==> config.mk <==
export PLATFORM = sky130hd
export DESIGN_NAME = alu_arbiter
export DESIGN_NICKNAME = d
export VERILOG_FILES = /design/src/rtl/alu_arbiter.sv
export SDC_FILE = /design/constraint.sdc
export NUM_CORES = 1
export LEC_CHECK = 0
export ABC_AREA = 1
export CAP_MARGIN = 20
export CORE_MARGIN = 8
export CORE_UTILIZATION = 36
export DETAILED_ROUTE_END_ITERATION = 8
export GPL_TIMING_DRIVEN = 0
export PLACE_DENSITY_LB_ADDON = 0.25
export SETUP_SLACK_MARGIN = 0.4
export SYNTH_ARGS = -nofsm -noshare
export SYNTH_HDL_FRONTEND = slang
export SYNTH_SLANG_ARGS = --single-unit
==> constraint.sdc <==
create_clock -name clk -period 1.53 [get_ports clk]
set_input_delay 0.459 -clock clk [delete_from_list [all_inputs] [get_ports clk]]
set_output_delay 0.459 -clock clk [all_outputs]
set_load 0.02 [all_outputs]
==> src/rtl/alu_arbiter.sv <==
`default_nettype none
// ============================================================================
// Module   : alu_arbiter
// Purpose  : Shares one single-cycle ALU among NREQ requesters over valid/ready.
//            Define ALU_ARB_FIXED_PRIO_EN for fixed priority (lowest index wins);
//            round-robin otherwise.
// Revision : 1.0
// ============================================================================
module alu_arbiter #(
    parameter int NREQ = 2,
    parameter int XLEN = 32
) (
    input  logic                 clk,
    input  logic                 rst_n,
    input  logic [NREQ-1:0]      req_valid,
    output logic [NREQ-1:0]      req_ready,
    input  logic [NREQ*XLEN-1:0] req_data_a,
    input  logic [NREQ*XLEN-1:0] req_data_b,
    input  logic [NREQ*5-1:0]    req_shamt,
    input  logic [NREQ*4-1:0]    req_alu_sel,
    input  logic [NREQ-1:0]      req_b_sel,
    output logic [NREQ-1:0]      rsp_valid,
    input  logic [NREQ-1:0]      rsp_ready,
    output logic [XLEN-1:0]      rsp_data,
    output logic                 rsp_err,
    output logic [XLEN-1:0]      alu_data_a,
    output logic [XLEN-1:0]      alu_data_b,
    output logic [4:0]           alu_shamt,
    output logic [3:0]           alu_sel,
    output logic                 alu_b_sel,
    input  logic [XLEN-1:0]      alu_result,
    output logic                 busy
);

    localparam int         c_IDX_W         = (NREQ > 1) ? $clog2(NREQ) : 1;
    localparam logic [1:0] c_IDLE          = 2'd0;
    localparam logic [1:0] c_EXEC          = 2'd1;
    localparam logic [1:0] c_RESP          = 2'd2;
    localparam logic [3:0] c_FIRST_ILLEGAL = 4'd12;

    logic [1:0]         r_state;
    logic [c_IDX_W-1:0] r_owner;
    logic [NREQ-1:0]    w_owner_oh;
    logic               w_handshake;
    logic               w_arb_en;
    logic               w_grant_vld;
    logic               w_take;
    logic [c_IDX_W-1:0] w_grant_idx;

`ifndef ALU_ARB_FIXED_PRIO_EN
    logic [c_IDX_W-1:0] r_last_grant;
`endif

    // Scan from lowest to highest priority so the last hit is the winner.
    always_comb begin
        logic [c_IDX_W-1:0] w_idx;
        w_idx       = '0;
        w_grant_vld = 1'b0;
        w_grant_idx = '0;
`ifdef ALU_ARB_FIXED_PRIO_EN
        for (int k = NREQ - 1; k >= 0; k--) begin
            w_idx = c_IDX_W'(k);
            if (req_valid[w_idx]) begin
                w_grant_vld = 1'b1;
                w_grant_idx = w_idx;
            end
        end
`else
        for (int k = NREQ; k >= 1; k--) begin
            w_idx = c_IDX_W'((int'(r_last_grant) + k) % NREQ);
            if (req_valid[w_idx]) begin
                w_grant_vld = 1'b1;
                w_grant_idx = w_idx;
            end
        end
`endif
    end

    assign w_handshake = (r_state == c_RESP) && rsp_ready[r_owner];
    assign w_arb_en    = rst_n && ((r_state == c_IDLE) || w_handshake);
    assign w_take      = w_arb_en && w_grant_vld;
    assign busy        = (r_state != c_IDLE);

    always_comb begin
        req_ready = '0;
        if (w_take) begin
            req_ready[w_grant_idx] = 1'b1;
        end
    end

    always_comb begin
        w_owner_oh          = '0;
        w_owner_oh[r_owner] = 1'b1;
    end

    always_ff @(posedge clk or negedge rst_n) begin
        if (!rst_n) begin
            r_state      <= c_IDLE;
            r_owner      <= '0;
`ifndef ALU_ARB_FIXED_PRIO_EN
            r_last_grant <= c_IDX_W'(NREQ - 1);
`endif
            rsp_valid    <= '0;
            rsp_data     <= '0;
            rsp_err      <= 1'b0;
            alu_data_a   <= '0;
            alu_data_b   <= '0;
            alu_shamt    <= '0;
            alu_sel      <= '0;
            alu_b_sel    <= 1'b0;
        end else begin
            // Operand registers only move on a grant, so the ALU sees no toggling while idle.
            if (w_take) begin
                alu_data_a   <= req_data_a[w_grant_idx*XLEN +: XLEN];
                alu_data_b   <= req_data_b[w_grant_idx*XLEN +: XLEN];
                alu_shamt    <= req_shamt[w_grant_idx*5 +: 5];
                alu_sel      <= req_alu_sel[w_grant_idx*4 +: 4];
                alu_b_sel    <= req_b_sel[w_grant_idx];
                r_owner      <= w_grant_idx;
`ifndef ALU_ARB_FIXED_PRIO_EN
                r_last_grant <= w_grant_idx;
`endif
            end

            case (r_state)
                c_IDLE: begin
                    if (w_grant_vld) begin
                        r_state <= c_EXEC;
                    end
                end
                c_EXEC: begin
                    if (alu_sel >= c_FIRST_ILLEGAL) begin
                        rsp_data <= '0;
                        rsp_err  <= 1'b1;
                    end else begin
                        rsp_data <= alu_result;
                        rsp_err  <= 1'b0;
                    end
                    rsp_valid <= w_owner_oh;
                    r_state   <= c_RESP;
                end
                c_RESP: begin
                    if (w_handshake) begin
                        rsp_valid <= '0;
                        r_state   <= w_grant_vld ? c_EXEC : c_IDLE;
                    end
                end
                default: begin
                    r_state <= c_IDLE;
                end
            endcase
        end
    end

endmodule
`default_nettype wire

Word-level counts from Yosys, hierarchy flattened
Index checks and enable logic that the tools add are counted.
Storage, ports and cells
  bits in registers: 113
  bits of input ports: 186
  output and inout port bits: 112
  word-level logic and storage cells: 65
Cells by class
  add/sub/neg operators: 2
  $mul: 1
  order comparisons: 7
  equality and inequality tests: 4
  shifts and indexed selects: 4
  mux-type cells: 25
  reductions and logical operators: 11
Operators with widths (number)
  $shiftx A64 B7 Y32: 2
  $mux W32: 1
  $mux W1: 16
  $shiftx A10 B5 Y5: 1
  $lt A1 B2 Y1 const B: 4
  $mux W2: 4
  $shiftx A8 B4 Y4: 1
  $pmux W2 S3: 1
  $logic_and A1 B1 Y1: 5
  $ge A4 B4 Y1 const B: 1
  $mul A1 B3 Y4 const B: 1
  $ne A2 B2 Y1 const B: 2
  $pmux W2 S2: 1
  $reduce_and A2 Y1: 2
  $reduce_bool A2 Y1: 2
  $add A1 B1 Y1 const B: 2
  $demux W1 S1: 2
  $eq A2 B1 Y1 const B: 1
  $eq A2 B2 Y1 const B: 1
  $ge A1 B1 Y1 const B: 2
  $logic_not A2 Y1: 1
  $logic_or A1 B1 Y1: 1

Longest topological paths before layout
  word-level depth: 10
  gate-level depth with buffers: 9
  gate-level depth less buffers: 7

Least setup slack after synthesis
OpenSTA, ideal clock, no wires.
  path type: input -> output
  start point: input rst_n
  end point: output req_ready[0]
  data arrival time: 1219 ps
  data required time: 1071 ps
  slack: -148 ps
  cell stages on the path: 5
  buffers on the path: 1
  path through: inv_1 nor2_2 nand3_2 buf_2 nor2_1
On the way
  longest elaborated chain between the ends: 3
RTL lines
  from (decl): RTL line 14  | input logic rst_n,
  $logic_and A1 B1 Y1: RTL line 80  | assign w_arb_en = rst_n && ((r_state == c_IDLE) || w_handshake);
  $logic_and A1 B1 Y1: RTL line 81  | assign w_take = w_arb_en && w_grant_vld;
  $mux W2: RTL line 86  | if (w_take) begin
  to (decl): RTL line 16  | output logic [NREQ-1:0] req_ready,
Every way passes these cells.

Final worst setup path
  start point: register r_owner
  end point: output req_ready[0]
On the way
  longest elaborated chain between the ends: 7
RTL lines
  from (decl): RTL line 42  | logic [c_IDX_W-1:0] r_owner;
  from (signal assigned): RTL line 119  | r_owner <= w_grant_idx;
  $mux W1 (not written as such) (2 in a row): RTL line 79  | assign w_handshake = (r_state == c_RESP) && rsp_ready[r_owner];
  $logic_and A1 B1 Y1: RTL line 79
  $logic_or A1 B1 Y1: RTL line 80
  $logic_and A1 B1 Y1: RTL line 80
  $logic_and A1 B1 Y1: RTL line 81
  $mux W2: RTL line 86
Every way passes these cells. The select of a mux whose other input is x is not followed.

==> flow_summary.toml <==
[drt]
postRouteAntennaNets = 0
vias = 6759
first_pass_iters = 5
avgRoutedWirePerCell_um = 18.5
drt_iter0_drc = 360
drc_errors = 0
routed_wl_um = 25300
vias_per_cell = 4.94

[sta]
period_share_pct = 131
finalClockSkew_ns = 0.00941
finalHoldViolCount = 0
period_needed_ns = 2.01
slew_headroom_pct = 62.1
tightestPinTransition_ns = 0.569
worst_slack_ns = -0.480
rsz0062_at_grt = "true"
finalMaxSlewViolations = 0
fmax_mhz = 497
setup_violations = 68
whs_ns = 0.104

[power_and_ir_drop]
power_frac_clock_pct = 17.5
power_leakage_nw = 5.98
powerDensity_mw_per_mm2 = 2010
intPower_mw = 14.0
peakVddDrop_mv = 1.04
power_frac_seq_pct = 24.5
p_sw_share_pct = 39.6
comb_power_share_pct = 58.1
switchingPower_mw = 9.19

[critical_path]
worstPathArrival_ns = 1.55
r2r-end = "rsp_data[29]$_DFFE_PN0P_"
reg2regPathDepth = 11
cp_slowest_cell = "dfrtp_1"
crit_fanout = 4
reg2reg_slack_ns = -0.26
crit_required_ns = 1.07
crit_path_max_incr_delay_ns = 0.44
critPathTopFamily = "flip-flops"
cpMostUsedCell = "nand3_4"
path_buf_inv = 3
cp_cell_sequence = "inv_1 > nand2_2 > nand3_4 > nand3_4 > buf_8 > nor2_4 > buf_6"
worstSetupStartpointType = "register"
crit_type = "reg -> out"
regToRegStartpoint = "r_state[0]$_DFFE_PN0P_"
end_kind = "primary output"

[status]
violations = "negative setup slack"
status = "finished with violations"

[global_routing]
antenna_found_initial = 0
grt_pass1_vias = 6525
grt_use_met3_pct = 5.67
grt_max_degree = 46
grt_pass1_wl_um = 35800
grt_remaining_overflow = 0
grt_usage_pct = 23.3
grt_use_met2_pct = 41.6
busiest_layer = "met2"
met1_usage_pct = 26.6

[floorplan]
start_util_pct = 36.6
io_pins = 298
die-area_mm2 = 0.0196
die-height_um = 140
die_x_um = 140
rows = 45
coreArea_mm2 = 0.0151

[cts]
htreeDepth = 4
root_buffer = "clkbuf_16"
cts.reportedPaths.clkPinSlew_ns = 0.06
numCtsBuffers = 17
cts_max_path_buffers = 2
clock_sinks = 113
cts_tree = "done"
clkLatencyLatePin_ns = 0.42

[worst_hold_path]
hold_class = "in -> async"

[logic_synthesis]
yosysTopAreaCell = "dfrtp_1"
ys_warn_count = 0
avgSynthCellArea_um2 = 7.45
ys_types = 19
synth_seq_area_share_pct = 51.0
syn_inst = 744
synth_top_area_share_pct = 50.6
syn-cell-area_mm2 = 0.00554
synthTopCellsByArea = "dfrtp_1 (51%), nand2_1 (28%), nand3_1 (13%)"
syn_nets = 930
ys_ff_latch = 113

[placed_design]
placed_area_mm2 = 0.00911
place_congestion = 0.820
preCtsSetupSlack_ns = -1.52
io_buffers = 297
place_hpwl_um = 15900
place_inst = 1230

[final_layout]
num-nets-final = 1353
insertedDiodeCount = 0
drive_gt1_share_pct = 35.3
design_area_mm2 = 0.0115
syn_to_final_growth_pct = 108
fin_cells = 1368

[flow_run]
drv_cap = 0
[how the worst max path moves through the flow]
stage | start | slack [ns] | cells past startpoint | to
after global routing | r_owner$_DFFE_PN0P_ | -0.53 | 7 | req_ready[0]
after CTS | r_last_grant$_DFFE_PN1P_ | -0.47 | 7 | req_ready[1]
after floorplan | req_valid[0] | 0.03 | 5 | req_ready[0]
final | r_owner$_DFFE_PN0P_ | -0.48 | 7 | req_ready[0]
after global placement | rst_n | -5.74 | 7 | req_ready[0]
after detailed placement | rst_n | -1.52 | 8 | req_ready[0]
[stage by stage]
step	util [%]	TNS (ns)	power [mW]
after global placement	60.0	-905.78	15.3
after floorplan	-	0	10.7
final	76.3	-8.65	23.2
after detailed placement	60.2	-53.85	15.5
after CTS	69.0	-1.45	21.0
after global routing	76.3	-13.88	24.4
[cells in the final DEF, fill, tap and decap left out, drive strengths merged]
cell type,n
nand3,151
bufbuf,4
nor2,7
dlygate4sd3,2
bufinv,3
clkbuf,41
buf,246
a21boi,1
dfstp,1
dfrtp,112
dlymetal6s4s,1
nand2,408
dlygate4sd2,1
clkinvlp,4
clkinv,8
nand4,1
a21oi,2
inv,6
clkdlybuf4s50,181
[cells by family (layout without fill, tap and decap cells)]
logic type,Yosys count,count (layout),synth area share [%]
flip-flops,113,113,51.1
buffers and inverters,61,497,6.07
AND/OR/NAND/NOR,567,567,42.4
AO/OA/AOI/OAI,3,3,0.519
[synth_stat cells]
library cell	instances
inv_2	3
buf_1	1
nand3_1	149
nor2_1	4
inv_1	4
buf_4	10
buf_2	26
dfrtp_1	112
nor2_4	2
a21boi_0	1
nor2_2	1
clkbuf_1	12
buf_6	5
nand4_1	1
nand3_2	2
a21oi_1	1
nand2_1	408
dfstp_2	1
a21oi_4	1
[layer usage]
layer,vias up,part of all wire (%)
met5,-,0
met3,49,5.6
met2,241,52
li1,3219,-
met4,0,3.2
met1,3250,39
[state kept, by name, indices dropped and copies added, names as in the netlist]
| signal | count |
|---|---|
| alu_sel | 4 |
| rsp_data | 32 |
| r_state | 2 |
| rsp_valid | 2 |
| r_last_grant | 1 |
| alu_shamt | 5 |
| alu_data_a | 32 |
| alu_data_b | 32 |
| alu_b_sel | 1 |
| rsp_err | 1 |
| r_owner | 1 |
[power groups by stage]
stage | Clock (mW) | Sequential (mW) | Combinational, mW
floorplan | 0 | 7.09 | 3.62
global placement | 0 | 5.32 | 10.0
detailed placement | 0 | 5.36 | 10.1
CTS | 4.06 | 5.62 | 11.3
global route | 4.22 | 5.80 | 14.4
finish | 4.05 | 5.67 | 13.5
[repair_timing]
item,4_1_cts,5_1_grt
pin swaps,5,32
endpoints found under the hold margin,24,14
gates cloned,4,17
setup buffers,41,41
gates resized for setup,711,132
endpoints found under the setup margin,222,248
hold buffers,3,1
[final cells by class]
| cell class | count | area [µm²] |
|---|---|---|
| clock inverters | 14 | 166 |
| multi-input cells | 570 | 2850 |
| repair buffers | 404 | 4400 |
| inverters | 7 | 33.8 |
| fillers | 1054 | 3600 |
| plain buffers | 54 | 613 |
| well taps | 188 | 235 |
| flip-flops and latches | 113 | 2830 |
| clock buffers | 18 | 429 |
Note: power is estimated with default switching activity, not from simulation.
